[src/rtl/chip8_pkg.sv]
// Constants and types shared by the CHIP-8 fetch, decode and execute units.
package chip8_pkg;

  localparam int               ADDR_W   = 12;
  localparam logic [ADDR_W-1:0] RESET_PC = 12'h200;

  typedef enum logic [1:0] {
    FS_IDLE   = 2'd0,
    FS_REQ_HI = 2'd1,
    FS_REQ_LO = 2'd2,
    FS_HOLD   = 2'd3
  } fetch_state_e;

  // Major opcode nibble, instruction[15:12]
  localparam logic [3:0] OP_SYS     = 4'h0;
  localparam logic [3:0] OP_JP      = 4'h1;
  localparam logic [3:0] OP_CALL    = 4'h2;
  localparam logic [3:0] OP_SE_IMM  = 4'h3;
  localparam logic [3:0] OP_SNE_IMM = 4'h4;
  localparam logic [3:0] OP_SE_REG  = 4'h5;
  localparam logic [3:0] OP_LD_IMM  = 4'h6;
  localparam logic [3:0] OP_ADD_IMM = 4'h7;
  localparam logic [3:0] OP_ALU     = 4'h8;
  localparam logic [3:0] OP_SNE_REG = 4'h9;
  localparam logic [3:0] OP_LD_I    = 4'hA;
  localparam logic [3:0] OP_JP_V0   = 4'hB;
  localparam logic [3:0] OP_RND     = 4'hC;
  localparam logic [3:0] OP_DRW     = 4'hD;
  localparam logic [3:0] OP_SKP     = 4'hE;
  localparam logic [3:0] OP_MISC    = 4'hF;

  localparam logic [15:0] INSTR_CLS = 16'h00E0;
  localparam logic [15:0] INSTR_RET = 16'h00EE;

  function automatic logic [3:0] opcode_of(input logic [15:0] instr);
    return instr[15:12];
  endfunction

endpackage

[src/rtl/fetch.sv]
// CHIP-8 instruction fetch: reads two bytes per instruction over req/ack and
// hands the big-endian word to decode over valid/ready; execute may redirect.
module fetch #(
  parameter int                ADDR_W   = chip8_pkg::ADDR_W,
  parameter logic [ADDR_W-1:0] RESET_PC = chip8_pkg::RESET_PC
) (
  input  logic              clk,
  input  logic              rst,
  input  logic              fetch_en,
  output logic              mem_req,
  output logic [ADDR_W-1:0] mem_addr,
  input  logic              mem_ack,
  input  logic [7:0]        mem_data,
  output logic [15:0]       instruction,
  output logic [ADDR_W-1:0] instr_pc,
  output logic              instr_valid,
  input  logic              instr_ready,
  input  logic              redirect,
  input  logic [ADDR_W-1:0] redirect_addr,
  output logic [ADDR_W-1:0] pc
);
  import chip8_pkg::*;

  fetch_state_e      state_q, state_d;
  fetch_state_e      resume_state;
  logic [ADDR_W-1:0] pc_q, pc_d;
  logic [7:0]        hi_q, hi_d;
  logic [15:0]       instr_q, instr_d;
  logic [ADDR_W-1:0] ipc_q, ipc_d;
  logic              valid_q, valid_d;
  logic [ADDR_W-1:0] pc_plus1;
  logic [ADDR_W-1:0] pc_plus2;

  assign pc_plus1 = pc_q + ADDR_W'(1);
  assign pc_plus2 = pc_q + ADDR_W'(2);

  always_ff @(posedge clk or negedge rst) begin
    if (!rst) begin
      state_q <= FS_IDLE;
      pc_q    <= RESET_PC;
      hi_q    <= 8'h00;
      instr_q <= 16'h0000;
      ipc_q   <= '0;
      valid_q <= 1'b0;
    end else begin
      state_q <= state_d;
      pc_q    <= pc_d;
      hi_q    <= hi_d;
      instr_q <= instr_d;
      ipc_q   <= ipc_d;
      valid_q <= valid_d;
    end
  end

  always_comb begin
    state_d      = state_q;
    pc_d         = pc_q;
    hi_d         = hi_q;
    instr_d      = instr_q;
    ipc_d        = ipc_q;
    valid_d      = valid_q;
    resume_state = fetch_en ? FS_REQ_HI : FS_IDLE;

    // A redirect discards any partial or held word, even one completing now
    if (redirect) begin
      pc_d    = redirect_addr;
      valid_d = 1'b0;
      state_d = resume_state;
    end else begin
      case (state_q)
        FS_IDLE: begin
          if (fetch_en) state_d = FS_REQ_HI;
        end
        FS_REQ_HI: begin
          if (mem_ack) begin
            hi_d    = mem_data;
            state_d = FS_REQ_LO;
          end
        end
        FS_REQ_LO: begin
          if (mem_ack) begin
            instr_d = {hi_q, mem_data};
            ipc_d   = pc_q;
            pc_d    = pc_plus2;
            valid_d = 1'b1;
            state_d = FS_HOLD;
          end
        end
        FS_HOLD: begin
          if (!valid_q || instr_ready) begin
            valid_d = 1'b0;
            state_d = resume_state;
          end
        end
        default: state_d = FS_IDLE;
      endcase
    end
  end

  assign mem_req     = (state_q == FS_REQ_HI) || (state_q == FS_REQ_LO);
  assign mem_addr    = (state_q == FS_REQ_HI) ? pc_q :
                       (state_q == FS_REQ_LO) ? pc_plus1 : '0;
  assign instruction = instr_q;
  assign instr_pc    = ipc_q;
  assign instr_valid = valid_q;
  assign pc          = pc_q;

endmodule

[config.mk]
export PLATFORM = sky130hd
export DESIGN_NAME = fetch
export DESIGN_NICKNAME = d
export VERILOG_FILES = /design/src/rtl/chip8_pkg.sv /design/src/rtl/fetch.sv
export SDC_FILE = /design/constraint.sdc
export NUM_CORES = 1
export LEC_CHECK = 0
export BUFFER_PORTS_ARGS = -buffer_cell sky130_fd_sc_hd__buf_2
export CAP_MARGIN = 40
export CORE_MARGIN = 2
export CORE_UTILIZATION = 25
export DETAILED_ROUTE_END_ITERATION = 6
export PLACE_DENSITY_LB_ADDON = 0.08
export SYNTH_ARGS = -nofsm -noshare
export SYNTH_HDL_FRONTEND = slang
export SYNTH_SLANG_ARGS = --single-unit
[constraint.sdc]
create_clock -name clk -period 2.7 [get_ports clk]
set_input_delay 0.54 -clock clk [delete_from_list [all_inputs] [get_ports clk]]
set_output_delay 0.54 -clock clk [all_outputs]
set_load 0.02 [all_outputs]
; ---- Word-level counts from Yosys, hierarchy flattened
; Index checks and enable logic that the tools add are counted.
; W data, S select, Z words.
[word_totals]
regBits = 51
inputBits = 26
wordCells = 44
[op_classes]
n_mux = 16
addsub = 2
n_eq_ne = 7
n_reduce_logical = 12
bitwise = 1
[ops]
columns = op, n
row1 = $mux W12, 5
row2 = $add A12 B1 Y12 const B, 1
row3 = $add A12 B2 Y12 const B, 1
row4 = $ne A3 B3 Y1 const B, 4
row5 = $mux W2, 5
row6 = $reduce_and A3 Y1, 3
row7 = $pmux W2 S4, 1
row8 = $eq A2 B2 Y1 const B, 2
row9 = $mux W1, 4
row10 = $reduce_and A4 Y1, 1
row11 = $reduce_bool A2 Y1, 2
row12 = $reduce_bool A3 Y1, 1
row13 = $eq A2 B1 Y1 const B, 1
row14 = $logic_not A2 Y1, 1
row15 = $logic_or A1 B1 Y1, 2
row16 = $pmux W1 S2, 1
row17 = $reduce_and A2 Y1, 1
row18 = $logic_not A1 Y1, 1
row19 = $not A1 Y1, 1

; ---- Logic depth before layout (Yosys ltp)
; Gate-level depths: netlist of the first run.
[depth]
ltp_word = 5
mapped_depth = 8
ltp_nobuf = 6

; ---- Least setup slack after synthesis of the first run
; Ideal clock, no wire load.
[synth_path]
kind = register -> output
startpoint = register state_q[1]
endpoint = output mem_addr[7]
path_buffers = 1
setup_slack_ns = 0.356
stages_incl_launch_ff = 7
t_arrival_ns = 1.804
cell_sequence = dfrtp_1 -> inv_1 -> ha_1 -> buf_2 -> inv_1 -> nand2_1 -> o41ai_1
[synth_via]
elab_chain_cells = 3
[synth_rtl]
columns = element, line_no
row1 = from (decl), fetch.sv:24  ; fetch_state_e state_q, state_d;
row2 = from (signal assigned), fetch.sv:46  ; state_q <= state_d;
row3 = $eq A2 B2 Y1, fetch.sv:102  ; (state_q == FS_REQ_LO) ? pc_plus1 : '0;
row4 = $mux W12, fetch.sv:102
row5 = $mux W12 *, fetch.sv:101  ; assign mem_addr = (state_q == FS_REQ_HI) ? pc_q :
row6 = to (decl), fetch.sv:11  ; output logic [ADDR_W-1:0] mem_addr,
; Every way passes the cells marked *; elsewhere a longest branch is shown, timed or not.

; ---- Worst setup path after layout of the first run
[layout_path]
startpoint = register pc_q[2], in the netlist pc[2]
endpoint = output mem_addr[11]
[layout_via]
elab_chain_cells = 3
[layout_rtl]
columns = element, line_no
row1 = from (decl), fetch.sv:26  ; logic [ADDR_W-1:0] pc_q, pc_d;
row2 = from (signal assigned), fetch.sv:47  ; pc_q <= pc_d;
row3 = $add A12 B1 Y12, fetch.sv:34  ; assign pc_plus1 = pc_q + ADDR_W'(1);
row4 = $mux W12, fetch.sv:102
row5 = $mux W12, fetch.sv:101
; No other way between the ends.

==> flow_summary.yaml, run 1 <==
sta:
  rsz0062_at_grt: "no"
  hold_ws_ns: 0.187
  slew_viol_final: 0
  fin_tns_setup_ns: 0
  hold_viol_final: 0
  clock_skew_ns: 0.0128
  relSlewSlack: 0.656
  timing.fmax_mhz: 381
  setup_violations: 0
  layout_setup_ws_ns: 0.0744
  period_needed_ns: 2.63
  worstMarginPinSlew_ns: 0.517
  period_share: 0.972
drt:
  dr.pass1.iters: 4
  postRouteAntennaNets: 0
  avgViaCountPerCell: 4.60
  drc: 0
  dr_wl_met3_um: 478
  highest_layer: "met4"
  m1WireLength_um: 3340
  via_count: 2068
  wl_per_cell_um: 15.7
  wl_met2_um: 3210
  drt-total-wl_um: 7060
  drtIter0Drc: 47
final_layout:
  areaGrowthSynthToFinish_pct: 26.6
  final_area_um2: 3290
  drive_gt1_frac: 0.439
  n_antenna_cell: 0
  final_cells: 450
  fin_util: 0.322
  nets: 346
critical_path:
  r2r-start: "state_q[0]"
  startpoint: "pc[2]"
  crit_end: "mem_addr[11]"
  cp.arrival_ns: 2.09
  r2r_slack_ns: 0.73
  cp.required_ns: 2.16
  cp_cell_sequence: "ha_2 -> nand3_2 -> or3_1 -> o311ai_4 -> buf_4"
  path_buf_inv: 1
  slowest_stage: "or3_1"
  r2r-end: "pc[10]"
  crit_path_max_fanout: 8
  crit_family: "simple AND/OR/NAND/NOR gates"
  r2r_cells: 7
  crit_cells: 5
  critPathKind: "reg2out"
  cp-start-kind: "flip-flop"
  slowest_delay_ns: 0.47
  crit_path_end_kind: "output port"
global_routing:
  antenna_found_initial: 0
  overflow: 0
  grt_start_max_net_pins: 34
  track_usage: 0.129
  grt_pass1_wl_um: 11300
  grt_pass1_vias: 2048
place:
  portBuffers: 79
  place_ws_ns: 0.343
  dp_hpwl_um: 5100
  postPlaceCellArea_um2: 3180
  gp_congestion: 0.766
  placed_cells: 442
clock_network:
  cts.sinks: 51
  cts_tree: "done"
  clk_latency_ns: 0.31
  clk_pin_slew_ns: 0.11
  htreeDepth: 2
  numCtsBuffers: 5
  clk_path_buf_depth: 2
  cts-root-buf: "clkbuf_8"
logic_synthesis:
  ys_ff_latch: 51
  synth_edf_count: 0
  synth_nets: 265
  synthArstFlopShare: 1.00
  syn_inst: 232
  ys.flop_type: "dfrtp_1"
  ys_seq_area_frac: 0.491
  yosysWarnings: 0
  syn_area_um2: 2600
  avgSynthCellArea_um2: 11.2
  synth.distinct_cells: 46
floorplan:
  start_util: 0.254
  die_width_um: 106
  rows: 37
  core_um2: 10200
  io_pins: 80
  fp.dieH_um: 106
  die-area_um2: 11200
power_and_ir_drop:
  p_leak_nw: 1.56
  fin_total_pwr_mw: 3.17
  p_per_area_nw_per_um2: 962
  vdd_drop_max_v: 0.000321
min_path:
  hp-class: "in2async"
flow_run:
  maxCapViolCount: 0
run_status:
  status: "complete, no violations"
[cells by family (layout without fill, tap and decap cells)]
kind of cell,Yosys count,count (layout),synth area share
adders and majority gates,7,7,0.0337
and+or+nand+nor,60,60,0.123
buffers and inverters,23,105,0.0452
AOI/OAI and AO/OA,41,41,0.103
xor gates and xnor gates,12,12,0.0404
DFF,51,51,0.491
muxes,38,38,0.164
[synth_stat cells, drive strengths merged (3+ instances only)]
cell type  count  area share
ha             7       0.034
nand4          4      0.0096
inv            8       0.012
o21ai         21       0.040
nand3         10       0.021
buf           12       0.029
clkbuf         3      0.0043
a21oi          4      0.0077
o31ai          3      0.0087
xnor2          7       0.024
dfrtp         50        0.48
xor2           5       0.017
nor2           5      0.0072
mux2          36        0.16
nand2         25       0.036
[final cells by class]
class / instances / area, um2
multi-input combinational: 158 / 1220
timing repair buffer: 89 / 498
inverter: 8 / 30.0
fill: 1089 / 6940
clock inverter: 2 / 16.3
clock buffer: 6 / 72.6
tap: 136 / 170
sequential: 51 / 1280
[timing repair]
action	in CTS	in global routing
endpoints found under the setup margin	1	3
cloned	0	0
resized for setup	2	4
hold buffers	0	0
setup buffers	0	0
[worst register-to-register path, stage by stage, from the launching register on]
cell     delay (ns)
dfrtp_1        0.44
inv_1          0.12
ha_1           0.33
buf_4          0.24
and4_1         0.31
nand4_1        0.16
xor2_1         0.17
o21ai_1        0.07
[report_power, final]
part	internal [mW]	total (mW)	switching (mW)
clock	0.187	0.466	0.279
sequential	1.06	1.24	0.176
combinational	0.607	1.46	0.856
[state kept, by name, indices dropped and copies added (netlist names)]
register	count
instruction	16
instr_pc	12
pc	12
hi_q	8
state_q	2
instr_valid	1
[metal layers]
metal	up-vias	track usage
met3	2	0.0368
met5	-	0
met4	0	0.0254
met2	69	0.206
li1	981	-
met1	1016	0.173
[layout by cell type (no fill, tap or decap), types with 6 or more instances in the layout]
master,synthesis,final
inv_1,7,7
o21ai_0,15,15
nand2_1,25,24
o21ai_1,6,6
xnor2_1,7,7
ha_1,7,6
mux2_1,8,8
mux2_2,28,28
buf_4,2,9
buf_2,7,78
nand3_1,9,8
dfrtp_1,50,48
[worst min path at each step]
stage                endpoint  cells after the start
2_1_floorplan         hi_q[0]                      0
3_3_place_gp      instr_pc[8]                      2
3_5_place_dp   instruction[9]                      1
4_1_cts           instr_pc[3]                      1
5_1_grt           instr_pc[7]                      1
6_report          instr_pc[3]                      1
Note: power is estimated with default switching activity, not from simulation.
==> run 2: changes to the inputs <==
--- a/config.mk
+++ b/config.mk
@@ -5,10 +5,11 @@
 export SDC_FILE = /design/constraint.sdc
 export NUM_CORES = 1
 export LEC_CHECK = 0
+export ABC_AREA = 1
 export BUFFER_PORTS_ARGS = -buffer_cell sky130_fd_sc_hd__buf_2
 export CAP_MARGIN = 40
 export CORE_MARGIN = 2
-export CORE_UTILIZATION = 25
+export CORE_UTILIZATION = 50
 export DETAILED_ROUTE_END_ITERATION = 6
 export PLACE_DENSITY_LB_ADDON = 0.08
 export SYNTH_ARGS = -nofsm -noshare
==> run 2 against run 1 <==
Clock skew down 0.0048 ns; final area down 2.9%; synthesized cell count grew 44%; count of clock-buffer cells in the layout is the same; global-route usage up 9.6 points; worst hold slack better by 0.020 ns; critical endpoint is now mem_addr[5].
==> flow_summary.yaml, run 2 <==
critical_path:
  r2r_cells: 7
  crit_path_max_fanout: 9
  r2r_slack_ns: 0.88
  r2r-end: "pc[6]"
  cp.arrival_ns: 2.00
  cp.required_ns: 2.16
  crit_path_end_kind: "output port"
  path_buf_inv: 2
  slowest_delay_ns: 0.52
  cp_cell_sequence: "ha_1 -> nand3_1 -> xor2_1 -> nand2_1 -> o211ai_1 -> inv_1 -> buf_2"
  critPathKind: "reg2out"
  crit_family: "flip-flops"
  slowest_stage: "dfrtp_1"
  cp-start-kind: "flip-flop"
  r2r-start: "state_q[0]"
power_and_ir_drop:
  p_leak_nw: 1.76
  fin_total_pwr_mw: 3.18
  p_per_area_nw_per_um2: 994
  vdd_drop_max_v: 0.000443
logic_synthesis:
  synthMostInstantiatedCell: "nand2_1"
  synth_nets: 366
  ys_seq_area_frac: 0.481
  synth_edf_count: 0
  synth.distinct_cells: 34
  syn_area_um2: 2660
  ys.flop_type: "dfrtp_1"
  avgSynthCellArea_um2: 7.98
  synthArstFlopShare: 1.00
  synth_common_cells: "nand2_1 (114), dfrtp_1 (50), o21ai_1 (37)"
  synth_area_leaders: "dfrtp_1 (47%), nand2_1 (16%), o21ai_1 (7.0%), inv_1 (3.5%), ha_1 (3.3%)"
  syn_inst: 333
  yosysTopAreaCell: "dfrtp_1"
  synth.top_cell.area_share: 0.471
  yosysWarnings: 0
  ys_ff_latch: 51
floorplan:
  die_width_um: 76.9
  rows: 26
  die-area_um2: 5910
  io_pins: 80
  core_um2: 5110
  start_util: 0.520
  fp.dieH_um: 76.9
sta:
  slew_viol_final: 0
  period_share: 0.940
  clock_skew_ns: 0.00795
  timing.fmax_mhz: 394
  hold_viol_final: 0
  period_needed_ns: 2.54
  layout_setup_ws_ns: 0.162
  rsz0062_at_grt: "no"
  hold_ws_ns: 0.207
  relSlewSlack: 0.588
  fin_tns_setup_ns: 0
  worstMarginPinSlew_ns: 0.617
  setup_violations: 0
final_layout:
  register_area_um2: 1280
  largest_register_ffs: 16
  fin_util: 0.626
  final_common_cell: "nand2_1"
  n_antenna_cell: 0
  areaGrowthSynthToFinish_pct: 20.3
  layout.cells.most_common_list: "nand2_1 (114), buf_2 (79), dfrtp_1 (50), o21ai_1 (37), inv_1 (25)"
  final_area_um2: 3200
  nFillCells: 491
  nets: 442
  multi_input_area_um2: 1190
  drive_gt1_frac: 0.278
  final_cells: 480
clock_network:
  holdBufCountCts: 0
  cts_tree: "done"
  clk_pin_slew_ns: 0.10
  clk_path_buf_depth: 2
  cts-root-buf: "clkbuf_8"
  clk_latency_ns: 0.31
  htreeDepth: 2
  cts.sinks: 51
  numCtsBuffers: 5
drt:
  dr.pass1.iters: 4
  via_count: 2425
  drtIter0Drc: 148
  wl_per_cell_um: 13.2
  drc: 0
  postRouteAntennaNets: 0
  avgViaCountPerCell: 5.05
  drt-total-wl_um: 6330
flow_run:
  maxCapViolCount: 0
global_routing:
  antenna_found_initial: 0
  grt_pass1_vias: 2228
  overflow: 0
  grt_start_max_net_pins: 52
  grt_pass1_wl_um: 10500
  track_usage: 0.225
place:
  dp_hpwl_um: 4530
  placed_cells: 471
  gp_congestion: 0.901
  postPlaceCellArea_um2: 3090
  place_ws_ns: 0.494
  portBuffers: 79
run_status:
  status: "complete, no violations"
min_path:
  hp-class: "in2async"
[run 2: cell types whose count changed in the layout (fill, tap and decap cells not counted), sizes merged, moves of 3 or more]
cell | before | now
nand2 | 25 | 118
mux2 | 36 | 0
o21ai | 21 | 44
inv | 9 | 31
nor2 | 5 | 21
buf | 89 | 82
nand3 | 10 | 17
xnor2 | 7 | 0
a21oi | 4 | 10
xor2 | 5 | 1
nor3 | 1 | 4
[run 2: power breakdown]
part	switching, mW	internal, mW	leakage [nW]	total (mW)
clock network	0.262	0.210	0.0474	0.472
registers	0.202	1.06	0.643	1.26
logic	0.958	0.485	1.07	1.44
total	1.42	1.75	1.76	3.18
[run 2: cell families after synthesis]
group | Yosys count | share of synthesized area
buffers and inverters | 44 | 0.0730
and+or+nand+nor | 168 | 0.285
DFF | 51 | 0.481
AOI/OAI and AO/OA | 62 | 0.125
adders and majority gates | 7 | 0.0330
xor gates and xnor gates | 1 | 0.00330
[run 2: area by class of cell]
cell class              count  area share
flip-flops and latches     51       0.400
repair buffers             82       0.135
multi-input cells         238       0.371
clock buffers               6      0.0258
clock inverters             2     0.00509
well taps                  70      0.0274
inverters                  31      0.0364
[run 2: worst max path at each step]
| stage | startpoint | end | slack, ns | cells after the start |
|---|---|---|---|---|
| after floorplan | state_q[1] | mem_addr[8] | 0.61 | 7 |
| after global placement | pc[2] | mem_addr[5] | 0.52 | 7 |
| after detailed placement | state_q[1] | mem_addr[8] | 0.49 | 8 |
| after CTS | state_q[1] | mem_addr[8] | 0.14 | 8 |
| after global routing | pc[2] | mem_addr[5] | 0.01 | 7 |
| final | pc[2] | mem_addr[5] | 0.16 | 7 |
[run 2: metal layers]
metal | share of wire | global-route usage | up-vias
met5 | 0 | 0 | -
met4 | 0.016 | 0.0782 | 0
met3 | 0.059 | 0.0341 | 6
met2 | 0.47 | 0.386 | 82
met1 | 0.45 | 0.289 | 1112
li1 | - | - | 1225
[run 2: timing repair]
item | in CTS | in global routing
endpoints found under the setup margin | 0 | 2
gates resized for setup | 0 | 0
buffers inserted | 0 | 1
